===== src/rtl/wb_arbiter.sv =====
// Write-back arbiter: merges 1-cycle ALU results and queued load results into one registered
// register-file write port. Optional macro WB_FIFO_BYPASS_EN lets an idle-cycle load skip the FIFO.
module wb_arbiter #(
   parameter int DEPTH        = 4,
   parameter int STARVE_LIMIT = 8
) (
   input  logic                       clk,
   input  logic                       rst,
   input  logic                       alu_valid,
   input  logic [4:0]                 alu_rd,
   input  logic [31:0]                alu_data,
   input  logic                       ld_valid,
   output logic                       ld_ready,
   input  logic [4:0]                 ld_rd,
   input  logic [31:0]                ld_data,
   output logic                       wb_stall,
   output logic [$clog2(DEPTH):0]     fifo_count,
   output logic                       ovf_err,
   output logic                       RegWEn,
   output logic [4:0]                 rd_addr,
   output logic [31:0]                rd_data
);

   localparam int PW = $clog2(DEPTH);
   localparam int CW = PW + 1;
   localparam int SW = $clog2(STARVE_LIMIT + 1);

   logic [4:0]    fifo_rd   [DEPTH];
   logic [31:0]   fifo_data [DEPTH];
   logic [PW-1:0] wr_ptr;
   logic [PW-1:0] rd_ptr;
   logic [SW-1:0] starve_cnt;
   logic [SW-1:0] starve_next;

   logic fifo_empty;
   logic ld_fire;
   logic bypass;
   logic push;
   logic pop;

   assign fifo_empty = (fifo_count == '0);
   assign ld_ready   = (fifo_count != CW'(DEPTH));

   // Loads to x0 are accepted but dropped here, so they never occupy a slot.
   assign ld_fire = ld_valid & ld_ready & (ld_rd != 5'd0);

`ifdef WB_FIFO_BYPASS_EN
   assign bypass = ld_fire & ~alu_valid & fifo_empty;
`else
   assign bypass = 1'b0;
`endif

   assign push = ld_fire & ~bypass;
   assign pop  = ~alu_valid & ~fifo_empty;

   always_comb begin
      starve_next = '0;
      if (alu_valid && !fifo_empty) begin
         if (starve_cnt == SW'(STARVE_LIMIT))
            starve_next = starve_cnt;
         else
            starve_next = starve_cnt + SW'(1);
      end
   end

   // Storage carries no reset; occupancy is tracked purely by pointers and count.
   always_ff @(posedge clk) begin
      if (push) begin
         fifo_rd[wr_ptr]   <= ld_rd;
         fifo_data[wr_ptr] <= ld_data;
      end
   end

   always_ff @(posedge clk or posedge rst) begin
      if (rst) begin
         wr_ptr     <= '0;
         rd_ptr     <= '0;
         fifo_count <= '0;
      end else begin
         if (push)
            wr_ptr <= wr_ptr + PW'(1);
         if (pop)
            rd_ptr <= rd_ptr + PW'(1);
         case ({push, pop})
            2'b10:   fifo_count <= fifo_count + CW'(1);
            2'b01:   fifo_count <= fifo_count - CW'(1);
            default: fifo_count <= fifo_count;
         endcase
      end
   end

   always_ff @(posedge clk or posedge rst) begin
      if (rst) begin
         starve_cnt <= '0;
         wb_stall   <= 1'b0;
         ovf_err    <= 1'b0;
      end else begin
         starve_cnt <= starve_next;
         wb_stall   <= (starve_next == SW'(STARVE_LIMIT));
         if (alu_valid && wb_stall)
            ovf_err <= 1'b1;
      end
   end

   // ALU always wins; the FIFO head drains only on ALU-free cycles.
   always_ff @(posedge clk or posedge rst) begin
      if (rst) begin
         RegWEn  <= 1'b0;
         rd_addr <= '0;
         rd_data <= '0;
      end else if (alu_valid) begin
         RegWEn  <= (alu_rd != 5'd0);
         rd_addr <= alu_rd;
         rd_data <= alu_data;
      end else if (!fifo_empty) begin
         RegWEn  <= 1'b1;
         rd_addr <= fifo_rd[rd_ptr];
         rd_data <= fifo_data[rd_ptr];
      end else if (bypass) begin
         RegWEn  <= 1'b1;
         rd_addr <= ld_rd;
         rd_data <= ld_data;
      end else begin
         RegWEn  <= 1'b0;
      end
   end

endmodule


===== config.mk =====
export PLATFORM = sky130hd
export DESIGN_NAME = wb_arbiter
export DESIGN_NICKNAME = d
export VERILOG_FILES = /design/src/rtl/wb_arbiter.sv
export SDC_FILE = /design/constraint.sdc
export NUM_CORES = 1
export LEC_CHECK = 0
export ABC_CLOCK_PERIOD_IN_PS = 3400
export CAP_MARGIN = 20
export CORE_MARGIN = 2
export CORE_UTILIZATION = 57
export DETAILED_ROUTE_END_ITERATION = 6
export GPL_ROUTABILITY_DRIVEN = 1
export GPL_TIMING_DRIVEN = 0
export PLACE_DENSITY = 0.9
export SYNTH_ARGS = -nofsm -noshare
export SYNTH_HDL_FRONTEND = slang
export SYNTH_SLANG_ARGS = --single-unit

===== constraint.sdc =====
create_clock -name clk -period 3.4 [get_ports clk]
set_input_delay 0.68 -clock clk [delete_from_list [all_inputs] [get_ports clk]]
set_output_delay 0.68 -clock clk [all_outputs]
set_load 0.02 [all_outputs]

==> Yosys cells after proc, flatten, opt, wreduce, memory -nomap -nowiden <==
Memory sizes are Yosys's and may differ from the RTL's.
Index checks and enable logic that the tools add are counted.
{ "totals": {"ff_bits": 51, "ram_bits": 148, "input_bits": 78, "out_inout_bits": 44, "elab_cells": 45, "mem_count": 2} }
{ "mem_list": {"columns": ["name", "words", "width", "read_ports", "rd_clocked_by_memory_dff", "wr", "line", "text"], "rows": [
  ["fifo_data", 4, 32, 1, 0, 1, "29", "logic [31:0] fifo_data [DEPTH];"],
  ["fifo_rd", 4, 5, 1, 0, 1, "28", "logic [4:0] fifo_rd [DEPTH];"]
]} }
{ "classes": {"addsub": 5, "eq_ne": 6, "mux": 11, "n_bitwise": 5, "n_reduce_logical": 7} }
{ "ops": {"columns": ["operator", "count"], "rows": [
  ["$mux 32", 2],
  ["$mux 5", 2],
  ["$reduce_bool 5->1", 2],
  ["$eq 4x4->1 const B", 2],
  ["$mux 4", 2],
  ["$pmux 3 s2", 1],
  ["$add 2x1->2 const B", 2],
  ["$add 4x1->4 const B", 1],
  ["$mux 1", 4],
  ["$add 3x1->3 const B", 1],
  ["$and 1x1->1", 3],
  ["$logic_not 3->1", 1],
  ["$ne 3x3->1 const B", 1],
  ["$sub 3x1->3 const B", 1],
  ["$eq 2x1->1 const B", 1],
  ["$eq 2x2->1 const B", 1],
  ["$logic_and 1x1->1", 2],
  ["$ne 2x2->1 const B", 1],
  ["$not 1->1", 2],
  ["$reduce_bool 2->1", 1],
  ["$logic_not 1->1", 1]
]} }

==> Depth between registers and ports, before layout <==
{ "depth": {"depth_word": 5, "depth_mapped": 10, "depth_no_buf": 10} }

==> Least setup slack after synthesis <==
Ideal clock, no wire load.
{ "synth_path": {"path_type": "in2reg", "startpoint": "input port ld_rd[0]", "endpoint": "register fifo_count[2]", "setup_time_ns": 0.080, "arrival_time_ns": 2.496, "required_time_ns": 3.320, "path_slack_ns": 0.824, "stages": 9, "n_path_buf": 0, "path_cell_list": "or4_1 o211a_2 inv_1 ha_1 inv_1 fa_1 xor2_1 nor2_1 xor2_1"} }
{ "synth_via": {"elab_chain_len": 4, "elab_cells_between_ends": 6, "classes_between": "eq/ne (2); mux (1); bitwise (1); reduce/logical (2)"} }
{ "synth_lines": {"columns": ["element", "line", "text"], "rows": [
  ["start: declaration", "14", "input logic [4:0] ld_rd,"],
  ["$reduce_bool 5->1 (*)", "45", "assign ld_fire = ld_valid & ld_ready & (ld_rd != 5'd0);"],
  ["$and 1x1->1 (*)", "45", null],
  ["$eq 2x1->1 or $eq 2x2->1 (tied branches)", "84", "case ({push, pop})"],
  ["$pmux 3 s2 or $reduce_bool 2->1 (tied branches)", null, null],
  ["end signal: assignment", "85", "2'b10: fifo_count <= fifo_count + CW'(1);"],
  ["end signal: assignment", "86", "2'b01: fifo_count <= fifo_count - CW'(1);"],
  ["end signal: assignment", "87", "default: fifo_count <= fifo_count;"],
  ["end: declaration", "17", "output logic [$clog2(DEPTH):0] fifo_count,"]
]} }
Mark *: on every way between the ends. The rest lies on a longest branch, timed or not.
A chain may end at the register's enable or synchronous reset.

==> Final worst setup path <==
Same ends and word-level chain as after synthesis.

==> flow_summary.ini <==
[clocking]
sink_count_of_the_clock_tree = 199
cts-buffers-inserted = 17
postCtsSetupBuffers = 0
cts.htree.levels = 4
tritoncts = yes
hold_buffers = 0
clockRootBuffer = sky130_fd_sc_hd__clkbuf_16
post_cts.resized_instances = 0
clk_pin_slew_worst_setup_hold_paths_ps = 60
cts.path.max_buffers = 2
insertion_delay_ps = 430

[logic_synthesis]
synth_ff_type = sky130_fd_sc_hd__edfxtp_1
synth.yosys.seq_area_share_pct = 75.0
yosys_warnings = 0
fraction_of_registers_with_async_set_or_reset_after_synthesis_pct = 25.6
synth.cell_area_sq_um = 7620
synthesis.area_per_instance_sq_um = 19.4
synth_edf_count = 148
count_of_unique_library_cells_instantiated_by_yosys = 36
syn-num-nets = 479
post_synth_inst_count = 393
ys_seq_elements = 199

[detailed_routing]
drt.antenna.violating_nets = 0
routed_wl_mm = 15.9
route.detailed.vias_per_inst = 5.89
met2_wirelength_mm = 8.19
top_routing_layer_used = met4
drt_drc_violations_left = 5
drt_first_iter_violations = 437
vias_after_detailed_routing = 4290
wirelength_met1_mm = 6.18
wl_per_cell_um = 21.8
met3_length_mm = 1.12
dr.pass1.iters = 7

[timing]
slew_violations = 0
timing_worst_slew_pin_value_ps = 702
max_slew_margin_pct = 53.2
min_period_over_period_pct = 84.0
setup_repair_after_global_routing_missed_its_margin = no
worst_hold_margin_ps = 494
timing.fmax_ghz = 0.350
fin_worst_skew_ps = 7.05
final_hold_viol_count = 0
report.final.setup_viol = 0
finalWorstPathRequiredPeriod_ps = 2850

[global_route]
grtUsageTotal_pct = 23.6
grt_pass1_vias = 4439
pin_count_of_the_biggest_net_entering_global_routing = 42
globalRoute.totalOverflow = 0
grt_antenna_before_repair = 1
wire_length_of_the_first_global_routing_pass_mm = 24.6

[worst_setup_path]
cp_max_fo = 7
worst_setup_path_start_kind = input pin
crit_arrival_ps = 3210
r2r_slack_ps = 1150
worst_setup_path_end_kind = register
cp_data_required_time_ps = 3750
timing.setup.critical_path_class = input pin to register

[die]
boundaryPins = 122
dieHeight_um = 120
coreArea_sq_um = 13100
rows = 42
dieArea_sq_um = 14300
die_x_um = 120
initial_standard_cell_utilization_of_the_core_pct = 58.0

[place]
buffer_ports.inserted = 121
gp_congestion = 0.731
placed_area_sq_um = 9160
place_hpwl_mm = 10.6

[run]
max_cap_violations = 0

[hold_path]
hold_path.class = register to register

[power]
power_leakage_nw = 3.59
ir_drop_mv = 0.419
power_density_nw_per_um2 = 821

[cells_and_area]
number_of_filler_instances_in_the_final_layout = 779
layout_commonest_cell = sky130_fd_sc_hd__edfxtp_1
layout_common_cells = sky130_fd_sc_hd__edfxtp_1 (148), sky130_fd_sc_hd__clkdlybuf4s50_1 (121), sky130_fd_sc_hd__dfrtp_1 (51)
area_delta_synth_final_pct = 27.9
nNetsFinal = 624
drive_above_1_share_pct = 17.6
total_non_filler_cell_area_in_the_finished_layout_sq_um = 9750

[run_status]
violated_checks = DRC
run_status = finished with violations
registers in the layout, indices dropped and copies added, names as in the netlist:
signal,count
rd_addr,5
wb_stall,1
starve_cnt,4
fifo_data,128
RegWEn,1
ovf_err,1
wr_ptr,2
rd_ptr,2
fifo_rd,20
fifo_count,3
rd_data,32
layer usage:
metal / vias to the layer above / track usage [%]
met2: 201 / 39.0
met5: - / 0
met4: 0 / 9.93
li1: 1867 / -
met1: 2195 / 30.8
met3: 27 / 4.85
metrics by stage:
stage | util (%) | total power [W] | TNS, ps | setup slack (ps) | cells
2_1_floorplan | - | 0.00504 | 0 | 824 | 393
3_3_place_gp | 68.9 | 0.00589 | -28590 | -198 | 690
3_5_place_dp | 69.7 | 0.00608 | 0 | 154 | 695
4_1_cts | 74.2 | 0.00807 | 0 | 580 | 727
5_1_grt | 74.2 | 0.00835 | 0 | 470 | 728
6_report | 74.2 | 0.00801 | 0 | 546 | 728
cell usage after synthesis (2+ instances only):
library cell,n,area share [%]
sky130_fd_sc_hd__a222oi_1,32,4.2
sky130_fd_sc_hd__and2_1,4,0.33
sky130_fd_sc_hd__and3_1,2,0.16
sky130_fd_sc_hd__buf_2,7,0.46
sky130_fd_sc_hd__buf_6,5,0.74
sky130_fd_sc_hd__clkbuf_1,5,0.25
sky130_fd_sc_hd__dfrtp_1,51,17
sky130_fd_sc_hd__edfxtp_1,148,58
sky130_fd_sc_hd__ha_1,7,1.1
sky130_fd_sc_hd__inv_1,42,2.1
sky130_fd_sc_hd__mux2i_1,2,0.26
sky130_fd_sc_hd__mux4_2,37,11
sky130_fd_sc_hd__nand2_1,5,0.25
sky130_fd_sc_hd__nand3_1,2,0.13
sky130_fd_sc_hd__nor2_1,13,0.64
sky130_fd_sc_hd__nor4_1,2,0.16
sky130_fd_sc_hd__o22ai_1,4,0.33
sky130_fd_sc_hd__xnor2_1,5,0.57
sky130_fd_sc_hd__xor2_1,3,0.34
worst paths after layout:
| path | from | cells after the start | end |
|---|---|---|---|
| hold / removal | rd_data[15] | 2 | rd_data[15] |
| setup reg to reg | fifo_count[0] | 10 | fifo_count[2] |
| hold reg to reg | rd_data[15] | 2 | rd_data[15] |
| setup / recovery | ld_rd[0] | 10 | fifo_count[2] |
| min in group asynchronous | rst | 2 | wr_ptr[1] |
| max in group asynchronous | rst | 3 | rd_data[26] |
power by group:
group	leakage, nW	internal [W]	switching, W	total (W)
clock	0.285	0.00115	0.000848	0.00200
sequential	1.97	0.00323	0.000238	0.00347
combinational	1.34	0.00125	0.00130	0.00254
total	3.59	0.00563	0.00238	0.00801
cell families (layout without fill, tap and decap cells):
| group | after synthesis | count (layout) | synth area share, % |
|---|---|---|---|
| AND/OR/NAND/NOR | 34 | 34 | 2.35 |
| buffers and inverters | 62 | 220 | 3.74 |
| other | 0 | 1 | 0 |
| adder cells (fa/ha/maj) | 8 | 8 | 1.41 |
| multiplexers | 41 | 41 | 11.5 |
| AO/OA/AOI/OAI | 41 | 41 | 5.01 |
| XOR/XNOR | 8 | 8 | 0.919 |
| flip-flops | 199 | 199 | 75.0 |
worst max-delay path, cell delays in order:
cell and delay, ps:
sky130_fd_sc_hd__clkdlybuf4s50_1 500, sky130_fd_sc_hd__or4_1 600, sky130_fd_sc_hd__o211a_2 330, sky130_fd_sc_hd__inv_1 70, sky130_fd_sc_hd__ha_1 180, sky130_fd_sc_hd__inv_1 70
sky130_fd_sc_hd__fa_1 370, sky130_fd_sc_hd__xor2_1 150, sky130_fd_sc_hd__nor2_1 110, sky130_fd_sc_hd__xor2_1 150
final cells by class:
type,instances,area (sq um),share of cell area (%)
antenna,1,2.50,0.0257
buffer,18,118,1.21
clock buffer,18,429,4.40
clock inverter,14,159,1.63
inverter,44,168,1.72
multi-input combinational,132,1620,16.6
sequential,199,5720,58.7
tap,176,220,2.26
timing repair buffer,126,1310,13.4
Note: power is estimated with default switching activity, not from simulation.
